[src/rtl/rs232_sched_pkg.sv]
// Shared types and helpers for the quick_rs232 transmit scheduler.
package rs232_sched_pkg;

   localparam int BYTE_W  = 8;
   localparam int MAX_REQ = 8;

   typedef enum logic [1:0] {
      ST_IDLE      = 2'd0,
      ST_LOAD      = 2'd1,
      ST_WAIT_COPY = 2'd2,
      ST_DRAIN     = 2'd3
   } sched_state_e;

   // One-hot decode of a requester index; callers keep the low NUM_REQ bits.
   function automatic logic [MAX_REQ-1:0] onehot(input logic [2:0] idx);
      logic [MAX_REQ-1:0] v;
      v = '0;
      v[idx] = 1'b1;
      return v;
   endfunction

endpackage

[src/rtl/rs232_rr_arbiter.sv]
// Combinational round-robin arbiter: searches upward from last_grant+1 with wrap.
module rs232_rr_arbiter #(
   parameter int NUM_REQ = 4,
   parameter int LG_W    = 2
) (
   input  logic [NUM_REQ-1:0] i_req,
   input  logic [LG_W-1:0]    i_last_grant,
   output logic [NUM_REQ-1:0] o_winner,
   output logic               o_valid
);

   logic [LG_W:0]          w_start;
   logic [2*NUM_REQ-1:0]   w_dbl;
   logic [NUM_REQ-1:0]     w_rot;
   logic [NUM_REQ-1:0]     w_pick;
   logic [2*NUM_REQ-1:0]   w_pick_dbl;

   // Rotate so bit 0 is the highest-priority requester, take the lowest set
   // bit, then rotate the pick back into absolute position.
   assign w_start    = {1'b0, i_last_grant} + {{LG_W{1'b0}}, 1'b1};
   assign w_dbl      = {i_req, i_req};
   assign w_rot      = NUM_REQ'(w_dbl >> w_start);
   assign w_pick     = w_rot & (~w_rot + {{(NUM_REQ-1){1'b0}}, 1'b1});
   assign w_pick_dbl = {w_pick, w_pick};
   assign o_winner   = NUM_REQ'((w_pick_dbl << w_start) >> NUM_REQ);
   assign o_valid    = |i_req;

endmodule

[src/rtl/rs232_tx_scheduler.sv]
// Round-robin packet scheduler sharing one quick_rs232 transmitter between
// NUM_REQ byte-stream requesters, with burst limit, stall and copy watchdogs.
module rs232_tx_scheduler
   import rs232_sched_pkg::*;
#(
   parameter int NUM_REQ      = 4,
   parameter int MAX_BURST    = 16,
   parameter int IDLE_TIMEOUT = 1024,
   parameter int COPY_TIMEOUT = 65536
) (
   input  logic                      i_clk,
   input  logic                      i_rst_n,
   input  logic [NUM_REQ-1:0]        i_req_valid,
   input  logic [BYTE_W*NUM_REQ-1:0] i_req_data,
   input  logic [NUM_REQ-1:0]        i_req_last,
   output logic [NUM_REQ-1:0]        o_req_ready,
   output logic [NUM_REQ-1:0]        o_grant,
   output logic                      o_tx_transaction,
   output logic [BYTE_W-1:0]         o_tx_data,
   output logic                      o_tx_data_ready,
   input  logic                      i_tx_data_copied,
   input  logic                      i_tx_busy,
   output logic                      o_sched_busy,
   output logic                      o_err_stall,
   output logic                      o_err_copy
);

   localparam int LG_W   = $clog2(NUM_REQ);
   localparam int IDLE_W = $clog2(IDLE_TIMEOUT);
   localparam int COPY_W = $clog2(COPY_TIMEOUT);
   localparam logic [IDLE_W-1:0] IDLE_LAST  = IDLE_W'(IDLE_TIMEOUT - 1);
   localparam logic [COPY_W-1:0] COPY_LAST  = COPY_W'(COPY_TIMEOUT - 1);
   localparam logic [7:0]        BURST_LAST = 8'(MAX_BURST - 1);

   sched_state_e        r_state, w_state_next;
   logic [NUM_REQ-1:0]  r_grant, w_grant_next;
   logic [LG_W-1:0]     r_last_grant, w_last_grant_next;
   logic                r_tx_trans, w_tx_trans_next;
   logic [BYTE_W-1:0]   r_tx_data, w_tx_data_next;
   logic                r_tx_rdy, w_tx_rdy_next;
   logic                r_last, w_last_next;
   logic [7:0]          r_byte_cnt, w_byte_cnt_next;
   logic [IDLE_W-1:0]   r_idle_cnt, w_idle_cnt_next;
   logic [COPY_W-1:0]   r_copy_cnt, w_copy_cnt_next;
   logic                r_busy_lo, w_busy_lo_next;
   logic                r_err_stall, w_err_stall_next;
   logic                r_err_copy, w_err_copy_next;

   logic [NUM_REQ-1:0]  w_winner;
   logic                w_arb_valid;
   logic [LG_W-1:0]     w_win_idx;
   logic [LG_W-1:0]     w_cur_idx;
   logic [BYTE_W-1:0]   w_masked [NUM_REQ];
   logic [BYTE_W-1:0]   w_sel_data;
   logic                w_sel_valid;
   logic                w_sel_last;

   rs232_rr_arbiter #(
      .NUM_REQ (NUM_REQ),
      .LG_W    (LG_W)
   ) u_arb (
      .i_req        (i_req_valid),
      .i_last_grant (r_last_grant),
      .o_winner     (w_winner),
      .o_valid      (w_arb_valid)
   );

   // Per-requester byte masked by its grant bit; the OR below forms the mux.
   genvar gi;
   generate
      for (gi = 0; gi < NUM_REQ; gi++) begin : g_mask
         assign w_masked[gi] = i_req_data[BYTE_W*gi +: BYTE_W] & {BYTE_W{r_grant[gi]}};
      end
   endgenerate

   // Owner's byte, plus one-hot to index conversion for winner and owner.
   always_comb begin
      w_sel_data = '0;
      w_win_idx  = '0;
      w_cur_idx  = '0;
      for (int k = 0; k < NUM_REQ; k++) begin
         w_sel_data = w_sel_data | w_masked[k];
         if (w_winner[k]) w_win_idx = LG_W'(k);
         if (r_grant[k])  w_cur_idx = LG_W'(k);
      end
   end

   assign w_sel_valid = |(i_req_valid & r_grant);
   assign w_sel_last  = |(i_req_last & r_grant);

   // Next-state and next-register logic for the grant/handshake FSM.
   always_comb begin
      w_state_next      = r_state;
      w_grant_next      = r_grant;
      w_last_grant_next = r_last_grant;
      w_tx_trans_next   = r_tx_trans;
      w_tx_data_next    = r_tx_data;
      w_tx_rdy_next     = r_tx_rdy;
      w_last_next       = r_last;
      w_byte_cnt_next   = r_byte_cnt;
      w_idle_cnt_next   = r_idle_cnt;
      w_copy_cnt_next   = r_copy_cnt;
      w_busy_lo_next    = r_busy_lo;
      w_err_stall_next  = 1'b0;
      w_err_copy_next   = 1'b0;
      case (r_state)
         ST_IDLE: begin
            if (w_arb_valid) begin
               w_grant_next    = NUM_REQ'(onehot(3'(w_win_idx)));
               w_tx_trans_next = 1'b1;
               w_byte_cnt_next = '0;
               w_idle_cnt_next = '0;
               w_state_next    = ST_LOAD;
            end
         end
         ST_LOAD: begin
            if (w_sel_valid) begin
               w_tx_data_next  = w_sel_data;
               w_last_next     = w_sel_last;
               w_tx_rdy_next   = 1'b1;
               w_copy_cnt_next = '0;
               w_idle_cnt_next = '0;
               w_state_next    = ST_WAIT_COPY;
            end else if (r_idle_cnt == IDLE_LAST) begin
               w_err_stall_next = 1'b1;
               w_busy_lo_next   = 1'b0;
               w_state_next     = ST_DRAIN;
            end else if (r_idle_cnt != '1) begin
               w_idle_cnt_next = r_idle_cnt + IDLE_W'(1);
            end
         end
         ST_WAIT_COPY: begin
            if (i_tx_data_copied) begin
               w_tx_rdy_next = 1'b0;
               if (r_byte_cnt != 8'hFF) w_byte_cnt_next = r_byte_cnt + 8'd1;
               if (r_last || (r_byte_cnt == BURST_LAST)) begin
                  w_busy_lo_next = 1'b0;
                  w_state_next   = ST_DRAIN;
               end else begin
                  w_state_next = ST_LOAD;
               end
            end else if (r_copy_cnt == COPY_LAST) begin
               w_err_copy_next = 1'b1;
               w_tx_rdy_next   = 1'b0;
               w_busy_lo_next  = 1'b0;
               w_state_next    = ST_DRAIN;
            end else if (r_copy_cnt != '1) begin
               w_copy_cnt_next = r_copy_cnt + COPY_W'(1);
            end
         end
         ST_DRAIN: begin
            // Two consecutive idle samples: the serializer may raise busy late.
            if (i_tx_busy) begin
               w_busy_lo_next = 1'b0;
            end else if (r_busy_lo) begin
               w_busy_lo_next    = 1'b0;
               w_tx_trans_next   = 1'b0;
               w_grant_next      = '0;
               w_last_grant_next = w_cur_idx;
               w_state_next      = ST_IDLE;
            end else begin
               w_busy_lo_next = 1'b1;
            end
         end
         default: w_state_next = ST_IDLE;
      endcase
   end

   // State and datapath registers; reset abandons any byte in flight.
   always_ff @(posedge i_clk or negedge i_rst_n) begin
      if (!i_rst_n) begin
         r_state      <= ST_IDLE;
         r_grant      <= '0;
         r_last_grant <= LG_W'(NUM_REQ - 1);
         r_tx_trans   <= 1'b0;
         r_tx_data    <= '0;
         r_tx_rdy     <= 1'b0;
         r_last       <= 1'b0;
         r_byte_cnt   <= '0;
         r_idle_cnt   <= '0;
         r_copy_cnt   <= '0;
         r_busy_lo    <= 1'b0;
         r_err_stall  <= 1'b0;
         r_err_copy   <= 1'b0;
      end else begin
         r_state      <= w_state_next;
         r_grant      <= w_grant_next;
         r_last_grant <= w_last_grant_next;
         r_tx_trans   <= w_tx_trans_next;
         r_tx_data    <= w_tx_data_next;
         r_tx_rdy     <= w_tx_rdy_next;
         r_last       <= w_last_next;
         r_byte_cnt   <= w_byte_cnt_next;
         r_idle_cnt   <= w_idle_cnt_next;
         r_copy_cnt   <= w_copy_cnt_next;
         r_busy_lo    <= w_busy_lo_next;
         r_err_stall  <= w_err_stall_next;
         r_err_copy   <= w_err_copy_next;
      end
   end

   assign o_req_ready      = (r_state == ST_LOAD) ? (r_grant & i_req_valid) : '0;
   assign o_grant          = r_grant;
   assign o_tx_transaction = r_tx_trans;
   assign o_tx_data        = r_tx_data;
   assign o_tx_data_ready  = r_tx_rdy;
   assign o_sched_busy     = (r_state != ST_IDLE);
   assign o_err_stall      = r_err_stall;
   assign o_err_copy       = r_err_copy;

endmodule

[config.mk]
export PLATFORM = sky130hd
export DESIGN_NAME = rs232_tx_scheduler
export DESIGN_NICKNAME = d
export VERILOG_FILES = /design/src/rtl/rs232_sched_pkg.sv /design/src/rtl/rs232_rr_arbiter.sv /design/src/rtl/rs232_tx_scheduler.sv
export SDC_FILE = /design/constraint.sdc
export NUM_CORES = 1
export LEC_CHECK = 0
export ABC_AREA = 1
export BUFFER_PORTS_ARGS = -buffer_cell sky130_fd_sc_hd__buf_2
export CAP_MARGIN = 10
export CORE_MARGIN = 4
export CORE_UTILIZATION = 40
export CTS_BUF_LIST = sky130_fd_sc_hd__clkbuf_4 sky130_fd_sc_hd__clkbuf_8 sky130_fd_sc_hd__clkbuf_16
export CTS_CLUSTER_DIAMETER = 60
export CTS_CLUSTER_SIZE = 20
export DETAILED_ROUTE_END_ITERATION = 10
export SYNTH_ARGS = -nofsm -noshare
export SYNTH_HDL_FRONTEND = slang
export SYNTH_SLANG_ARGS = --single-unit
[constraint.sdc]
create_clock -name i_clk -period 1.8 [get_ports i_clk]
set_input_delay 0.54 -clock i_clk [delete_from_list [all_inputs] [get_ports i_clk]]
set_output_delay 0.54 -clock i_clk [all_outputs]
set_load 0.02 [all_outputs]
==> results of run 1 <==
registers in the layout, summed over array words and instances, names as in the netlist:
| name | cells |
|---|---|
| r_copy_cnt | 16 |
| o_grant | 4 |
| r_byte_cnt | 8 |
| r_state | 2 |
| r_busy_lo | 1 |
| o_tx_data | 8 |
| r_idle_cnt | 10 |
| o_tx_data_ready | 1 |
| r_last | 1 |
| o_err_stall | 1 |
| o_err_copy | 1 |
| r_last_grant | 2 |
| o_tx_transaction | 1 |
cell families after synthesis:
logic type,synth area share [%]
xor gates and xnor gates,2.378
AOI/OAI and AO/OA,13.18
adders and majority gates,1.510
buffers and inverters,8.154
and+or+nand+nor,32.43
DFF,42.36
worst paths after layout:
check	end	slack [ps]	depth (start not counted)
max	r_copy_cnt[3]	30	10
min	r_idle_cnt[4]	200	2
max reg2reg	r_copy_cnt[3]	30	10
min reg2reg	o_tx_data[0]	490	2
min in group i_clk	r_busy_lo	440	2
max in group asynchronous	r_last_grant[0]	1300	2
cells in the final DEF, fill, tap and decap left out, types with 3 or more instances in the layout:
cell type,Yosys,final
sky130_fd_sc_hd__nand2_1,130,120
sky130_fd_sc_hd__buf_2,3,59
sky130_fd_sc_hd__dfrtp_1,54,53
sky130_fd_sc_hd__inv_1,53,50
sky130_fd_sc_hd__buf_4,1,49
sky130_fd_sc_hd__nand3_1,42,37
sky130_fd_sc_hd__nor2_1,42,33
sky130_fd_sc_hd__o21ai_0,33,29
sky130_fd_sc_hd__a21oi_1,15,13
sky130_fd_sc_hd__nand4_1,11,11
sky130_fd_sc_hd__nor3_1,12,11
sky130_fd_sc_hd__nand2_2,2,11
sky130_fd_sc_hd__nor2_2,3,10
sky130_fd_sc_hd__xor2_1,9,9
sky130_fd_sc_hd__a221oi_1,9,9
sky130_fd_sc_hd__nand3_2,1,6
sky130_fd_sc_hd__clkbuf_8,0,6
sky130_fd_sc_hd__o31ai_1,4,4
sky130_fd_sc_hd__o21ai_1,1,4
sky130_fd_sc_hd__buf_6,2,4
sky130_fd_sc_hd__buf_12,0,4
sky130_fd_sc_hd__nor2_4,1,3
sky130_fd_sc_hd__nor3_2,2,3
sky130_fd_sc_hd__inv_2,3,3
final cells by class:
cell class	instances	share of cell area (%)
Clock inverter	1	0.1979
Sequential cell	56	31.75
Multi-Input combinational cell	335	40.46
Inverter	56	5.033
Clock buffer	6	1.866
Tap cell	102	2.884
Timing Repair Buffer	116	17.81
stage by stage:
stage / utilization (%) / TNS [ps] / hold slack, ps / std cells / setup slack [ps]
final: 56.11 / 0 / 203.6 / 672 / 25.46
after global routing: 56.11 / -1069 / 220.1 / 672 / -82.85
after CTS: 52.35 / 0 / 212.9 / 658 / 6.471
after detailed placement: 50.59 / -346.6 / 467.2 / 647 / -46.30
after global placement: 50.59 / -168.5 / 458.9 / 647 / -47.99
after floorplan: - / 0 / 244.4 / 456 / 156.8
report_power, final:
| part | total (W) | internal (W) | switching [W] |
|---|---|---|---|
| logic | 0.00380 | 0.00156 | 0.00223 |
| clock network | 0.000728 | 0.000308 | 0.000420 |
| registers | 0.00173 | 0.00155 | 0.000186 |
routing by layer:
layer	global-route usage [%]	vias to the layer above	wire (um)
met5	0	-	0
met4	5.357	0	127
met3	3.539	8	340
met2	30.73	60	4484
met1	24.34	1594	4138
li1	-	1737	-
timing repair:
action	in CTS	in global routing
setup endpoints to repair	4	22
pin swaps	1	17
resized for setup	8	51
cloned	0	1
setup buffers	4	13
==> impl_summary.txt, run 1 <==
----------------------------------------------------
[Global route]
  Maximum number of pins on one net before global-route repair ... 57
  Wire length of the first global-routing pass ... about 15 mm
  Number of antenna violations at the first check in global routing ... 0
  GRT overflow ... 0
  Total global-route track usage ... a little under a fifth
  Vias in the first global route ... approximately 3300

[Die]
  Die W ... 99.03 um
  Core box area ... 7888 sq um
  Die H ... about 99 um
  I/O pins ... between 60 and 70
  Core Rows ... 32
  Starting density of the core ... between 40% and 50%
  Die area ... slightly below 10000 sq um

[STA]
  Timing-limited maximum frequency ... roughly 0.56 GHz
  Setup repair after global routing missed its margin ... yes
  Final setup viols ... 0
  Share of the clock period used by the worst path after layout ... a little over nine tenths
  Min cycle time layout ... about 1800 ps
  Transition time at the pin with the least slew margin ... around 380 ps
  Number of hold violations in the final report ... 0
  Max transition margin ... about three quarters
  Clock skew after layout ... between 10 and 15 ps
  Pins Over Slew Limit ... 0

[Worst setup path]
  Cell type group with the largest total delay on the critical path ... simple AND/OR/NAND/NOR gates
  Crit path kind ... reg2reg
  Worst reg2reg startpoint ... r_copy_cnt[1]
  Slowest cell delay on critical path ... roughly 400 ps
  Worst Path Required ... 2050 ps
  Worst Setup SP ... r_copy_cnt[1]
  Type of destination of the critical path ... flip-flop
  Worst Path Arrival ... 2030 ps
  Top fanout value on the critical path ... 7
  Cell with the largest stage delay on the worst path ... sky130_fd_sc_hd__dfrtp_1
  CP dominant cell by count ... sky130_fd_sc_hd__nand2_4
  Startpoint Class ... flip-flop
  Critical path cell sequence ... ha_2 -> nand3_2 -> nor2_2 -> nand4_1 -> nand2_4 -> buf_12 -> nand2_4 -> nand2_2 -> o21ai_0 -> a21oi_1
  WP buf/inv ... 1

[Logic synthesis]
  Main flop type after synthesis ... sky130_fd_sc_hd__dfrtp_1
  Mapped Nets ... 504
  Most instantiated library cell after synthesis ... sky130_fd_sc_hd__nand2_1
  Synth Warn # ... 0
  Number of synthesized flops with an enable pin ... 0
  Synthesized instance count ... around 460
  Cell types with the highest counts after synthesis ... 130 x sky130_fd_sc_hd__nand2_1, 54 x sky130_fd_sc_hd__dfrtp_1, 53 x sky130_fd_sc_hd__inv_1
  Synthesized flop and latch total ... 56
  Proportion of synthesized chip area in sequential cells ... 42.36%
  Proportion of register bits with asynchronous set or reset after synthesis ... between 90% and 100%
  Average cell area after synthesis ... between 7 and 8 sq um
  Top cell type by total area after synthesis ... sky130_fd_sc_hd__dfrtp_1
  Synth area leaders ... sky130_fd_sc_hd__dfrtp_1 41%, sky130_fd_sc_hd__nand2_1 15%, sky130_fd_sc_hd__nand3_1 6.3%, sky130_fd_sc_hd__inv_1 6.0%, sky130_fd_sc_hd__o21ai_0 5.0%
  Mapped cell area ... 3314 sq um
  Distinct cell type count after synthesis ... 36
  Share of the synthesized area in the top cell type ... between 40% and 50%

[Finish]
  Multi-input logic area ... about 1800 sq um
  Antenna cell count ... 0
  Total area of sequential cells ... ~1400 sq um
  Relative area change from synthesis to final layout ... 33.52%
  Finished layout cell area ... between 4000 and 5000 sq um
  Fraction of layout instances using a drive strength above 1 ... 30.70%
  Count of fill cells added during filler insertion ... between 700 and 800
  # nets final ... between 600 and 700

[Pwr]
  Areal power density over the cells ... 1414 nW/um^2
  Leakage Power ... approximately 2.2 nW
  Overall power of the completed layout ... 0.006256 W
  Worst vdd ir ... between 700 and 800 uV

[Route]
  Number of iterations in the first detailed-routing pass ... 4
  Number of vias per cell after detailed routing ... ~5.1
  Violation count after the first detailed-route iteration ... around 160
  Total via count after detailed routing ... about 3400
  Post-detailed-route count of antenna-violating nets ... 0
  Drt drc ... 0
  Routed wire length per instance ... between 10 and 15 um
  DRT Wirelength ... slightly above 9 mm

[Placement]
  Standard cell area after detailed placement ... around 4000 sq um
  Final weighted congestion in routability-driven placement ... approximately 0.8
  Final HPWL from detailed placement ... 6.609 mm
  Port-buffer cells ... 64

[CTS]
  Longest Clk Path Bufs ... 2
  Maximum level of the CTS H-tree ... 2
  CTS clock-pin slew for the worst setup and hold paths ... 100 ps
  Number of buffers created by CTS ... 5
  Clock tree sinks ... 56
  Cell at the root of the clock tree ... sky130_fd_sc_hd__clkbuf_8
  CTS tree ... built
  Worst-Skew Late Latency ... around 320 ps
  Number of buffers inserted for hold repair after clock tree synthesis ... 0

[Worst hold path]
  Worst hold-check path type ... in2async

[Job]
  Number of max-cap violations ... 0

[Outcome]
  Status ... finished clean

----------------------------------------------------
Note: power is estimated with default switching activity, not from simulation.
==> run 2: changes to the inputs <==
CORE_MARGIN = 2   (was 4)
CORE_UTILIZATION = 29   (was 40)
MAX_ROUTING_LAYER = met4   (was unset)
==> impl_summary.txt, run 2 (synthesis gave the netlist of run 1 again) <==
----------------------------------------------------
[Worst setup path]
  Depth of the most critical reg-to-reg path ... 11
  Type of destination of the critical path ... output pin
  Top fanout value on the critical path ... 5
  Critical path cell sequence ... inv_2 -> nor2_4 -> inv_4 -> nor2_1 -> buf_4
  Cell with the largest stage delay on the worst path ... sky130_fd_sc_hd__dfrtp_1
  Startpoint Class ... flip-flop
  Worst Path Required ... 1260 ps
  Worst reg2reg startpoint ... r_last_grant[0]
  Slowest cell delay on critical path ... ~420 ps
  Crit path kind ... reg2out
  WP buf/inv ... 3
  Worst R2R End ... o_grant[1]
  Setup slack, reg-to-reg ... -5 ps
  Worst Path Arrival ... between 1000 and 1500 ps
  Cell type group with the largest total delay on the critical path ... flip-flops

[Route]
  Number of iterations in the first detailed-routing pass ... 4
  Violation count after the first detailed-route iteration ... between 150 and 200
  Post-detailed-route count of antenna-violating nets ... 0
  Total via count after detailed routing ... 3476
  Drt drc ... 0
  Routed wire length per instance ... about 13 um
  Number of vias per cell after detailed routing ... 4.882
  DRT Wirelength ... approximately 9.2 mm

[Global route]
  Vias in the first global route ... 3312
  Wire length of the first global-routing pass ... between 15 and 20 mm
  GRT overflow ... 0
  Maximum number of pins on one net before global-route repair ... 57
  Total global-route track usage ... approximately 15%
  Number of antenna violations at the first check in global routing ... 0

[STA]
  Setup repair after global routing missed its margin ... yes
  Number of hold violations in the final report ... 0
  Min cycle time layout ... 1805 ps
  Timing-limited maximum frequency ... about 0.55 GHz
  Clock skew after layout ... 8.471 ps
  Max transition margin ... around three quarters
  Pins Over Slew Limit ... 0
  Final setup viols ... 2
  Share of the clock period used by the worst path after layout ... 100.3%
  Transition time at the pin with the least slew margin ... 392.4 ps
  Worst setup slack after layout ... -5.073 ps

[Pwr]
  Leakage Power ... 2.182 nW
  Worst vdd ir ... approximately 970 uV
  Areal power density over the cells ... approximately 1500 nW/um^2
  Overall power of the completed layout ... 0.006677 W

[Outcome]
  Status ... finished, violations left
  Violations in the final reports ... setup timing

[Placement]
  Final weighted congestion in routability-driven placement ... ~0.85
  Final HPWL from detailed placement ... roughly 6.6 mm
  Port-buffer cells ... 64
  Placed instance count ... slightly below 700

[Worst hold path]
  Worst hold-check path type ... in2async

[Job]
  Number of max-cap violations ... 0

[Die]
  Die H ... approximately 110 um
  Die W ... ~110 um
  Starting density of the core ... 29.40%
  Die area ... between 10000 and 15000 sq um
  Core Rows ... 39
  Core box area ... roughly 11000 sq um
  I/O pins ... 65

[Finish]
  Leading cell type in the layout, fill and taps excluded ... sky130_fd_sc_hd__nand2_1
  Count of fill cells added during filler insertion ... around 1200
  Relative area change from synthesis to final layout ... 38.39%
  Largest register by flop count ... r_copy_cnt
  Post-route core utilization ... between 40% and 50%
  # nets final ... 616
  Fraction of layout instances using a drive strength above 1 ... 33.74%
  Non-filler instance count after layout ... about 710
  Most frequent cells in the layout ... 106 x sky130_fd_sc_hd__nand2_1, 61 x sky130_fd_sc_hd__buf_2, 53 x sky130_fd_sc_hd__dfrtp_1, 48 x sky130_fd_sc_hd__inv_1, 48 x sky130_fd_sc_hd__buf_4
  Flip-flop count of the largest register, all copies and words added ... 16
  Antenna cell count ... 0
  Largest registers ... r_copy_cnt x16, r_idle_cnt x10

[CTS]
  Longest Clk Path Bufs ... 2
  Clock tree sinks ... 56
  Maximum level of the CTS H-tree ... 2
  Cell at the root of the clock tree ... sky130_fd_sc_hd__clkbuf_16
  Number of buffers inserted for hold repair after clock tree synthesis ... 0
  CTS tree ... built
  CTS clock-pin slew for the worst setup and hold paths ... approximately 80 ps
  Worst-Skew Late Latency ... ~300 ps
  Number of buffers created by CTS ... 5

----------------------------------------------------
## run 2: changes by cell type in the layout (fill, tap and decap cells not counted), moves of 5 or more
cell / previous run / this run
sky130_fd_sc_hd__nand2_2: 11 / 20
sky130_fd_sc_hd__nand2_4: 2 / 7
sky130_fd_sc_hd__nand2_1: 120 / 106
sky130_fd_sc_hd__nand3_1: 37 / 31
sky130_fd_sc_hd__clkbuf_16: 0 / 5
sky130_fd_sc_hd__clkbuf_8: 6 / 0
## run 2: how the worst max path moves through the flow
stage,startpoint,end,slack [ps],cells past startpoint
global placement,i_req_valid[0],r_byte_cnt[5],-50,13
detailed placement,i_req_valid[1],o_grant[0],-80,12
floorplan,r_copy_cnt[0],r_busy_lo,160,9
global route,r_last_grant[0],o_grant[0],-90,11
CTS,r_state[0],o_req_ready[0],10,5
finish,r_state[0],o_req_ready[1],-5,5
## run 2: timing repair
action / 4_1_cts / 5_1_grt
pin swaps: 1 / 22
buffers inserted: 2 / 11
setup endpoints to repair: 4 / 31
gates cloned: 0 / 0
resized for setup: 5 / 81
## run 2: metrics by stage
step / TNS, ps / cell area, sq um / setup WS, ps / hold WS [ps]
after CTS: 0 / 4228 / 10.88 / 250.5
final: -5.990 / 4587 / -5.073 / 231.7
after detailed placement: -582.2 / 4051 / -76.17 / 472.1
after global placement: -198.6 / 4051 / -45.64 / 463.9
after global routing: -510.3 / 4587 / -85.53 / 254.7
after floorplan: 0 / 3314 / 156.8 / 244.4
## run 2: layer usage
metal | share of wire, % | GRT usage (%)
met5 | 0 | -
met4 | 2.0 | 3.750
met3 | 3.9 | 2.023
met2 | 48 | 24.99
met1 | 46 | 19.46
## run 2: power breakdown
part	switching (W)	internal [W]	total, W	leakage [nW]
clock network	0.000512	0.000538	0.00105	0.0767
registers	0.000218	0.00155	0.00177	0.742
logic	0.00235	0.00151	0.00386	1.36
## run 2: cell type report
type	instances	area, sq um	share of cell area (%)
Inverter	56	224.0	4.883
Multi-Input combinational cell	334	1883	41.05
Sequential cell	56	1405	30.63
Tap cell	143	178.9	3.901
Clock inverter	3	28.78	0.6274
Clock buffer	5	125.1	2.728
Timing Repair Buffer	115	742.0	16.18
==> run 3: changes to the inputs <==
PLACE_DENSITY_LB_ADDON = 0.3   (was unset)
==> impl_summary.txt, run 3 (synthesis gave the netlist of run 1 again) <==
----------------------------------------------------
[Outcome]
  Status ... finished clean

[Die]
  Core box area ... 11270 sq um
  Die W ... between 100 and 150 um
  I/O pins ... 65
  Starting density of the core ... 29.40%
  Die H ... 110.9 um
  Die area ... between 10000 and 15000 sq um
  Core Rows ... 39

[Placement]
  Final HPWL from detailed placement ... between 6 and 7 mm
  Placed instance count ... about 690
  Standard cell area after detailed placement ... 4021 sq um
  Final weighted congestion in routability-driven placement ... about 0.9
  Port-buffer cells ... 64

[STA]
  Transition time at the pin with the least slew margin ... between 400 and 500 ps
  Min cycle time layout ... between 1500 and 2000 ps
  Pins Over Slew Limit ... 0
  Final setup viols ... 0
  Timing-limited maximum frequency ... about 0.56 GHz
  Number of hold violations in the final report ... 0
  Max transition margin ... approximately 71%
  Sum of negative setup slack ... 0 ps
  Setup repair after global routing missed its margin ... yes
  Clock skew after layout ... 8.042 ps
  Share of the clock period used by the worst path after layout ... 98.85%
  Worst hold slack ... approximately 230 ps

[Pwr]
  Internal power ... ~0.0035 W
  Clock network power share ... 16.6%
  Portion of total power attributed to combinational logic ... 55.6%
  Net switching power ... 0.002885 W
  Proportion of total power due to net switching ... a little under half
  Overall power of the completed layout ... 0.006337 W
  Areal power density over the cells ... between 1000 and 1500 nW/um^2
  Leakage Power ... between 2 and 2.5 nW
  Relative contribution of sequential cells to total power ... around 28%
  Worst vdd ir ... about 1100 uV

[Finish]
  Relative area change from synthesis to final layout ... 32.84%
  Finished layout cell area ... about 4400 sq um
  Largest registers ... r_copy_cnt x16, r_idle_cnt x10
  Flip-flop count of the largest register, all copies and words added ... 16
  Non-filler instance count after layout ... 705
  Antenna cell count ... 0
  Fraction of layout instances using a drive strength above 1 ... between 20% and 30%
  # nets final ... between 600 and 700
  Largest register by flop count ... r_copy_cnt
  Most frequent cells in the layout ... 125 x sky130_fd_sc_hd__nand2_1, 61 x sky130_fd_sc_hd__buf_2, 53 x sky130_fd_sc_hd__dfrtp_1, 50 x sky130_fd_sc_hd__inv_1, 44 x sky130_fd_sc_hd__buf_4
  Leading cell type in the layout, fill and taps excluded ... sky130_fd_sc_hd__nand2_1

[Route]
  DRT Wirelength ... roughly 9 mm
  Post-detailed-route count of antenna-violating nets ... 0
  Number of iterations in the first detailed-routing pass ... 5
  Routed wire length per instance ... approximately 13 um
  Total via count after detailed routing ... around 3400
  Drt drc ... 0
  Number of vias per cell after detailed routing ... just under 5
  Violation count after the first detailed-route iteration ... roughly 140

[Worst setup path]
  Worst Path Required ... around 1300 ps
  Crit path kind ... reg2out
  Worst Path Arrival ... approximately 1200 ps
  Type of destination of the critical path ... output pin
  Top fanout value on the critical path ... 3
  Startpoint Class ... flip-flop

[CTS]
  CTS clock-pin slew for the worst setup and hold paths ... approximately 80 ps
  Longest Clk Path Bufs ... 2
  Clock tree sinks ... 56
  Cell at the root of the clock tree ... sky130_fd_sc_hd__clkbuf_16
  Worst-Skew Late Latency ... about 300 ps
  Maximum level of the CTS H-tree ... 2
  Number of buffers created by CTS ... 5
  CTS tree ... built

[Global route]
  GRT overflow ... 0
  Wire length of the first global-routing pass ... about 15 mm
  Total global-route track usage ... between 10% and 20%
  Maximum number of pins on one net before global-route repair ... 57
  Vias in the first global route ... between 3000 and 4000
  Number of antenna violations at the first check in global routing ... 0

[Job]
  Number of max-cap violations ... 0

[Worst hold path]
  Worst hold-check path type ... in2async

----------------------------------------------------
==> run 3: changes by cell type in the layout (fill, tap and decap cells not counted), moves of 2 or more <==
| cell | change |
|---|---|
| sky130_fd_sc_hd__nor2_2 | +5 |
| sky130_fd_sc_hd__nand2_1 | +19 |
| sky130_fd_sc_hd__buf_6 | -3 |
| sky130_fd_sc_hd__nor2_4 | -4 |
| sky130_fd_sc_hd__nand3_1 | +5 |
| sky130_fd_sc_hd__nand3_4 | -3 |
| sky130_fd_sc_hd__nand2_4 | -7 |
| sky130_fd_sc_hd__inv_1 | +2 |
| sky130_fd_sc_hd__nand2_2 | -13 |
| sky130_fd_sc_hd__nand3_2 | -2 |
| sky130_fd_sc_hd__buf_4 | -4 |
==> run 3: worst max-delay path: stages (launching register included) <==
cell and delay, ps:
sky130_fd_sc_hd__dfrtp_1 390, sky130_fd_sc_hd__buf_4 140, sky130_fd_sc_hd__nor2_2 140, sky130_fd_sc_hd__inv_2 90
sky130_fd_sc_hd__buf_2 170
==> run 3: stage by stage <==
step	setup slack [ps]	util [%]
finish	20.71	39.06
global route	-66.24	39.06
CTS	13.00	37.35
detailed placement	-43.29	35.68
global placement	-43.40	35.68
floorplan	156.8	-
==> run 3: metal layers <==
layer / global-route usage, % / up-vias / wire length [um]
li1: - / 1719 / -
met1: 17.86 / 1598 / 3948
met2: 24.95 / 93 / 4394
met3: 2.570 / 12 / 467
met4: 4.333 / 0 / 136
met5: - / - / 0
==> run 3: power groups by stage <==
stage	registers, W	clock network [W]	logic (W)
global placement	0.00177	0	0.00299
CTS	0.00176	0.00109	0.00313
detailed placement	0.00177	0	0.00304
floorplan	0.00190	0	0.00182
finish	0.00177	0.00105	0.00352
global route	0.00180	0.00114	0.00392
==> run 3: worst paths after layout <==
check                                    from               to  slack [ps]  cells after the start
worst min register to register   o_tx_data[2]     o_tx_data[2]         490                      2
worst max register to register  r_copy_cnt[1]   r_copy_cnt[15]          80                      9
max in group asynchronous             i_rst_n  r_last_grant[0]        1270                      2
worst min-delay path                  i_rst_n   r_copy_cnt[15]         230                      2
worst max-delay path               r_state[0]     o_sched_busy          20                      4
min in group i_clk                  i_tx_busy        r_busy_lo         490                      2
==> run 3: what timing repair did <==
item                       4_1_cts  5_1_grt
setup buffers                    3        6
pin swaps                        1        8
hold buffers                     0        0
setup endpoints to repair        4       33
cloned                           0        1
resized for setup                5       44
==> run 3: layout make-up <==
cell class / instances / area [sq um]
Multi-Input combinational cell: 334 / 1764
Timing Repair Buffer: 108 / 678.2
Clock inverter: 3 / 28.78
Inverter: 56 / 222.7
Clock buffer: 5 / 125.1
Tap cell: 143 / 178.9
Fill cell: 1133 / 6869
Sequential cell: 56 / 1405
